==> src/rtl/otp_pkg.sv <==
// Shared definitions for the OTP array model and its controller:
// bias-line encodings, array state enum and small elaboration helpers.
package otp_pkg;

   // Per-column PL pair encodings
   localparam logic [1:0] PL_IDLE    = 2'b00;
   localparam logic [1:0] PL_READ    = 2'b01;
   localparam logic [1:0] PL_PROG    = 2'b10;
   localparam logic [1:0] PL_ILLEGAL = 2'b11;

   typedef enum logic [2:0] {
      ST_IDLE  = 3'd0,
      ST_PROG  = 3'd1,
      ST_DONE  = 3'd2,
      ST_READ  = 3'd3,
      ST_FAULT = 3'd4
   } otp_state_e;

   function automatic int otp_max(input int a, input int b);
      return (a > b) ? a : b;
   endfunction

   // Column index width; a single-column array still gets one bit
   function automatic int otp_col_w(input int b);
      return (b > 1) ? $clog2(b) : 1;
   endfunction

endpackage

==> src/rtl/otp_bias_decode.sv <==
// Combinational decode of the array bias/select lines into qualified
// program/read conditions, the illegal-bias flag and the selected column.
module otp_bias_decode
   import otp_pkg::*;
#(
   parameter int A     = 2,
   parameter int B     = 2,
   parameter int COL_W = 1
) (
   input  logic [2*B-1:0]   pl,
   input  logic [B-1:0]     bl,
   input  logic [A-1:0]     wlp,
   input  logic             prg,
   output logic             prog_ok,
   output logic             read_ok,
   output logic             illegal,
   output logic [COL_W-1:0] col
);

   logic       bl_onehot_s;
   logic       bl_active_s;
   logic       any_ill_s;
   logic       any_read_s;
   logic       other_busy_s;
   logic [1:0] sel_pair_s;

   // Scan every column pair: illegal/read bias anywhere, the selected pair,
   // and whether any unselected column carries non-idle bias
   always_comb begin
      any_ill_s    = 1'b0;
      any_read_s   = 1'b0;
      other_busy_s = 1'b0;
      sel_pair_s   = PL_IDLE;
      col          = {COL_W{1'b0}};
      bl_active_s  = (bl != {B{1'b0}});
      bl_onehot_s  = bl_active_s && ((bl & (bl - {{(B-1){1'b0}}, 1'b1})) == {B{1'b0}});
      for (int i = 0; i < B; i++) begin
         any_ill_s    = any_ill_s  | (pl[2*i +: 2] == PL_ILLEGAL);
         any_read_s   = any_read_s | (pl[2*i +: 2] == PL_READ);
         other_busy_s = other_busy_s | (!bl[i] && (pl[2*i +: 2] != PL_IDLE));
         sel_pair_s   = bl[i] ? pl[2*i +: 2] : sel_pair_s;
         col          = bl[i] ? COL_W'(i) : col;
      end
      prog_ok = prg && bl_onehot_s && (sel_pair_s == PL_PROG) &&
                (wlp != {A{1'b0}}) && !other_busy_s;
      read_ok = !prg && bl_onehot_s && (sel_pair_s == PL_READ) && !other_busy_s;
      illegal = any_ill_s || (prg && any_read_s) ||
                (bl_active_s && !bl_onehot_s && (pl != {(2*B){1'b0}}));
   end

endmodule

==> config.mk <==
export PLATFORM = sky130hd
export DESIGN_NAME = otp_bias_decode
export DESIGN_NICKNAME = d
export VERILOG_FILES = /design/src/rtl/otp_pkg.sv /design/src/rtl/otp_bias_decode.sv
export SDC_FILE = /design/constraint.sdc
export NUM_CORES = 1
export LEC_CHECK = 0
export ABC_AREA = 0
export BUFFER_PORTS_ARGS = -buffer_cell sky130_fd_sc_hd__buf_2
export CAP_MARGIN = 20
export CORE_AREA = 2 2 39 41
export DETAILED_ROUTE_END_ITERATION = 12
export DIE_AREA = 0 0 41 43
export PLACE_DENSITY_LB_ADDON = 0.05
export RECOVER_POWER = 50
export SYNTH_ARGS = -nofsm -noshare
export SYNTH_HDL_FRONTEND = slang
export SYNTH_SLANG_ARGS = --single-unit
==> constraint.sdc <==
create_clock -name vclk -period 1.76
set_input_delay 0.264 -clock vclk [all_inputs]
set_output_delay 0.264 -clock vclk [all_outputs]
set_load 0.02 [all_outputs]
==> impl.org, run 1 <==
** Floorplanning
- The die is 43 um tall.
- Initial core utilization :: under 10%
- Total core area :: approximately 1400 sq um
- From left edge to right edge, the die measures a little over 40 um.
- I/O pin cnt :: 13
- The die covers ~1800 sq um.
- After floorplanning, the core was divided into 14 placement rows.

** STA
- RSZ-0062 raised after global routing :: no
- Final hold vios :: 0
- Setup violations remaining at the end of the flow were counted as 0.
- In this run the tightest slew margin relative to its limit is approximately three quarters.
- Timing would allow up to roughly 670 MHz.
- The total count of max-transition violations in the final report is 0.
- For the finished layout, the period the worst path requires is around 1.5 ns.
- Period Utilization, post-route :: between 80 and 90%
- At the pin with the least slew margin, the transition time is around 0.36 ns.
- Aggregate negative setup slack :: 0 ns

** Power and ir drop
- Net switching is a little under three fifths of the power.
- Combinational group share of total power :: 100.0%
- Power Density :: roughly 230 nW/um^2
- Fraction of power consumed by sequential logic :: 0%
- Across the VDD grid, the largest voltage drop is just over 0.05 mV.
- Psw :: ~0.000025 W
- The clock network is responsible for 0% of the overall power.
- Internal portion of total power :: 0.00001984 W
- After layout, the design draws a total of 0.00004534 W.
- Leak Pwr :: around 0.09 nW

** Global routing
- First-pass GRT wire length :: about 610 um
- The layer flagged by global routing as most heavily used is met1.
- Entering global routing, the biggest net connects 8 pins.
- Global routing usage on met3 :: 0%
- Number of global-route vias before repair :: between 100 and 150
- For met2 alone, demand over resource in global routing was 7.187%.
- Overall track demand over capacity in global routing :: under 10%
- Total gr overflow :: 0
- Met1 usage in global routing :: 7.278%
- Number of antenna violations at the first check in global routing :: 0

** Synth
- Post-synthesis cell count :: 19
- ha_1 takes more of the synthesized area than any other cell.
- The netlist uses 15 different library cells.
- Mean instance size in the synthesized netlist :: between 6 and 7 sq um
- Ranked by total cell area, the synthesized netlist is headed by ha_1 (9.9%), nor4_1 (9.9%), and4b_1 (7.9%), nor3_1 (7.9%), a2111oi_0 (6.9%).
- Area share of the largest cell type after synthesis :: 9.901%
- Counting every net in the synthesized netlist gives 29.
- Cell area after technology mapping :: ~130 sq um
- During synthesis, Yosys emitted a total of 0 warnings.
- Post-synthesis sequential area ratio :: 0%

** Route
- Dividing the detail-routed wire length by the instance count gives 8.745 um.
- After detailed routing, the number of remaining DRC violations is 0.
- Remaining antenna violation count after routing :: 0
- Summed over all layers, the routed wires come to just over 400 um.
- Initial drt markers :: 1
- Overall via count from detail_route :: between 150 and 200
- The first detailed-routing pass ran for 2 iterations.
- DR vias/cell :: 3.851

** Placed design
- Input and output buffers added on the ports amount to 13.
- DPL Wire Length :: between 300 and 400 um
- Global placement routability congestion :: between 0.5 and 0.6

** Cells and area
- The number of antenna diodes in the final layout is 0.
- The post-route netlist has about two fifths of its cells at a drive strength greater than 1.
- Layout net count :: 43
- Area of all sequential standard cells :: 0 sq um
- Fill cell total of the finished layout :: approximately 160
- Total of clock buffers placed in the layout :: 0
- Relative to the synthesized area, the layout overhead comes to 59.41%.
- FFs & Latches :: 0

** Flow run
- Max-capacitance violation count :: 0

** Critical path
- Type of element launching the critical path :: input pin
- STA puts the critical path data required time at 1.50 ns.
- Sort of element at the end of the critical path :: output port
- Crit path DAT :: roughly 1.2 ns
- Along the worst path, the maximum fanout reaches 7.
- Type of the worst setup path :: input pin to output port

** CTS
- After clock tree synthesis, the setup repair step added 0 buffers.
- Post-CTS repair changed the size of 0 cells.
- Buffers inserted to repair hold after CTS numbered 0.

** Status
- Run status :: finished clean

** Worst hold path
- Kind of path behind the tightest hold check :: input pin to output port
==> cells in the mapped netlist (all sizes together) <==
master,n
nor3,2
a2111oi,1
o21ai,1
ha,1
and4b,1
nor4,2
nor2b,1
a21oi,1
nor2,2
o211ai,1
o22ai,1
o21a,1
and3b,1
buf,1
nand2,2
==> final cells by class <==
class | instances | area [sq um] | area share, %
Tap cell | 16 | 20.02 | 9.938
Timing Repair Buffer | 13 | 62.56 | 31.06
Multi-Input combinational cell | 18 | 118.9 | 59.01
==> final timing paths <==
check   from      end  slack (ns)  depth (start not counted)
max    bl[1]  read_ok        0.27                          5
min    bl[1]      col        0.84                          2
==> layer usage <==
layer / share of wire, % / vias to the layer above
li1: - / 101
met1: 41 / 74
met2: 49 / 6
met3: 9.2 / 0
met4: 0 / 0
met5: 0 / -
==> stage by stage <==
| step | std cells | hold slack, ns | setup slack (ns) | utilization, % | instance area, sq um |
|---|---|---|---|---|---|
| finish | 47 | 0.8411 | 0.2662 | 14.56 | 201.4 |
| global route | 47 | 0.8583 | 0.1187 | 14.56 | 201.4 |
| CTS | 47 | 0.8328 | 0.3002 | 14.74 | 203.9 |
| detailed placement | 47 | 0.8328 | 0.3051 | 14.74 | 203.9 |
| global placement | 47 | 0.8331 | 0.3249 | 14.74 | 203.9 |
| floorplan | 19 | 0.6406 | 0.2579 | - | 126.4 |
==> cell usage in the layout, fill, tap and decap left out, drive strengths merged, types with 2 or more instances in the layout <==
cell type  instances
buf               11
nand2              2
nor2               2
nor4               2
nor3               2
clkbuf             2
==> cells by family after synthesis <==
logic type               after synthesis  synth area share [%]
buffers and inverters                  1                 5.943
AND/OR/NAND/NOR                       11                 49.51
adder cells (fa/ha/maj)                1                 9.899
AO/OA/AOI/OAI                          6                 34.66
==> power groups by stage <==
stage	Combinational, W	Clock [W]	Sequential, W
2_1_floorplan	0.0000242	0	0
6_report	0.0000453	0	0
5_1_grt	0.0000507	0	0
3_3_place_gp	0.0000469	0	0
4_1_cts	0.0000467	0	0
3_5_place_dp	0.0000465	0	0
==> critical path: stages <==
cell and delay, ns:
buf_2 0.14, ha_1 0.29, nor2b_1 0.12, and4b_1 0.19, clkbuf_1 0.23
Note: power is estimated with default switching activity, not from simulation.
==> run 2, diff against run 1 <==
Clock period 1.76 ns to 1.5 ns, I/O delays scaled along.
==> impl.org, run 2 (same netlist as run 1, synthesis figures left out) <==
** Route
- The iteration count of the initial detailed-routing pass came to 2 (unchanged).
- Final routed wirelength across all metal layers :: 432 um (+5.1%)
- The average wire per standard cell is 9.191 um (+5.1%).
- The number of nets with antenna violations after routing was 0 (unchanged).
- The via count is 187 (+3.3%).
- Initial drt markers :: 1 (unchanged)
- DR vias/cell :: 3.979 (+3.3%)
- Residual DRC :: 0 (unchanged)

** Cells and area
- Area of all sequential standard cells :: 0 sq um (unchanged)
- Leaving out fill and tap cells, the most frequent cell in the layout is buf_2.
- Post-route non-filler standard cell count :: 47 (unchanged)
- The fraction of final layout cells sized beyond drive strength 1 came to 38.71% (unchanged).
- FFs & Latches :: 0 (unchanged)
- The number of antenna diodes came to 0 (unchanged).
- Total of clock buffers placed in the layout :: 0 (unchanged)
- The number of nets at the end of the flow was 43 (unchanged).
- The final non-filler cell area came to 201.4 sq um (unchanged).
- Fill cell total of the finished layout :: 168 (+5.7%)
- Area growth syn-to-layout :: 59.41% (unchanged)

** Global routing
- Total gr overflow :: 0 (unchanged)
- Number of global-route vias before repair :: 120 (-16%)
- Overall track demand over capacity in global routing :: 4.296% (-0.30 points)
- The maximum number of pins on one net before global-route repair is 8 (unchanged).
- First-pass GRT wire length :: 538 um (-11%)
- The number of antenna violations at the first check in global routing came to 0 (unchanged).

** Critical path
- Data required time at the worst endpoint :: 1.27 ns (-0.23 ns)
- Gate family responsible for the most delay along the worst path :: buffers and inverters
- The signal on the critical path passes through buf_2 > ha_1 > nor2b_1 > and4b_1 > clkbuf_1.
- The maximum fanout along the worst path is 7 (unchanged).
- Crit. Startpoint :: bl[1]
- STA classifies the critical path endpoint as an output port.
- Type of the worst setup path :: input pin to output port
- Number of buffer and inverter stages on the critical path :: 2 (unchanged)
- Crit path DAT :: 1.20 ns (-0.03 ns)
- Type of element launching the critical path :: input pin
- The delay of the slowest cell on the worst path is 0.29 ns (about the same).
- On the critical path, the stage with the largest delay is an instance of ha_1.

** CTS
- Number of setup buffers added after CTS :: 0 (unchanged)
- Count of cells resized by post-cts repair :: 0 (unchanged)
- The number of buffers inserted by hold repair at cts came to 0 (unchanged).

** STA
- The hold violation count in the final report came to 0 (unchanged).
- The headroom to the max-slew limit came to 75.98% (+0.56 points).
- The final-layout worst hold slack came to 0.7639 ns (-0.07726 ns).
- The actual slew at the worst max-slew pin was 0.3513 ns (-0.008255 ns).
- The total count of max-transition violations in the final report is 0 (unchanged).
- Setup slack of the critical path after layout :: 0.07582 ns (-0.1903 ns)
- F_max :: ~700 MHz
- The routed design could run at a clock period as short as ~1.4 ns.
- The count of endpoints failing setup in the final report is 0 (unchanged).
- RSZ-0062 raised after global routing :: no
- Aggregate negative setup slack :: 0 ns (unchanged)
- Dividing the final minimum period by the clock period gives a little over nine tenths.

** Worst hold path
- Launch point of the worst hold path :: bl[1]
- In this run the worst hold path is classified as input pin to output port.

** Flow run
- The max-cap check violation count is 0 (unchanged).

** Placed design
- The minimum setup slack after placement came to 0.1201 ns (-0.1850 ns).
- The number of I/O port buffers was 13 (unchanged).
- Global placement routability congestion :: 0.5828 (-1.4%)
- The post-placement cell area came to 203.9 sq um (unchanged).
- The cell count after placement came to 47 (unchanged).

** Status
- Run status :: finished clean

** Floorplanning
- The area of the die was 1763 sq um (unchanged).
- Vertical die dimension :: 43 um (unchanged)
- The core footprint came to 1384 sq um (unchanged).
- The number of placement rows came to 14 (unchanged).
- Die Wd :: 41 um (unchanged)
- I/O pin cnt :: 13 (unchanged)
- The starting density of the core was 9.132% (unchanged).

** Power and ir drop
- The leakage power is 0.08927 nW (unchanged).
- The highest ir drop seen on vdd came to 0.03191 mV (-38%).
- Power Density :: 266.7 nW/um^2 (+18%)
## run 2: cell counts in the layout (fill, tap and decap cells not counted)
No cell type changed its count.
## run 2: power by group
group          total [W]  switching (W)  internal (W)
combinational  0.0000537      0.0000303     0.0000234
clock                  0              0             0
sequential             0              0             0
## run 2: metrics by stage
| step | total power, W | utilization, % |
|---|---|---|
| global route | 0.00005914 | 14.56 |
| detailed placement | 0.00005520 | 14.74 |
| finish | 0.00005372 | 14.56 |
| global placement | 0.00005455 | 14.74 |
| floorplan | 0.00002838 | - |
| CTS | 0.00005517 | 14.74 |
## run 2: final timing paths
check                 slack, ns  endpoint  cells after the start
worst min-delay path       0.76       col                      2
worst max-delay path       0.08   read_ok                      5
## run 2: cell type report
class	instances	area (sq um)	share of cell area [%]
tap	16	20.02	9.938
multi-input combinational	18	118.9	59.01
timing repair buffer	13	62.56	31.06
## run 2: routing by layer
layer | share of wire, % | vias to the layer above | global-route usage [%]
met5 | 0 | - | 0
met4 | 0 | 0 | 0
met3 | 6.0 | 0 | 0
met2 | 50 | 6 | 6.563
met1 | 44 | 80 | 6.962
li1 | - | 101 | -
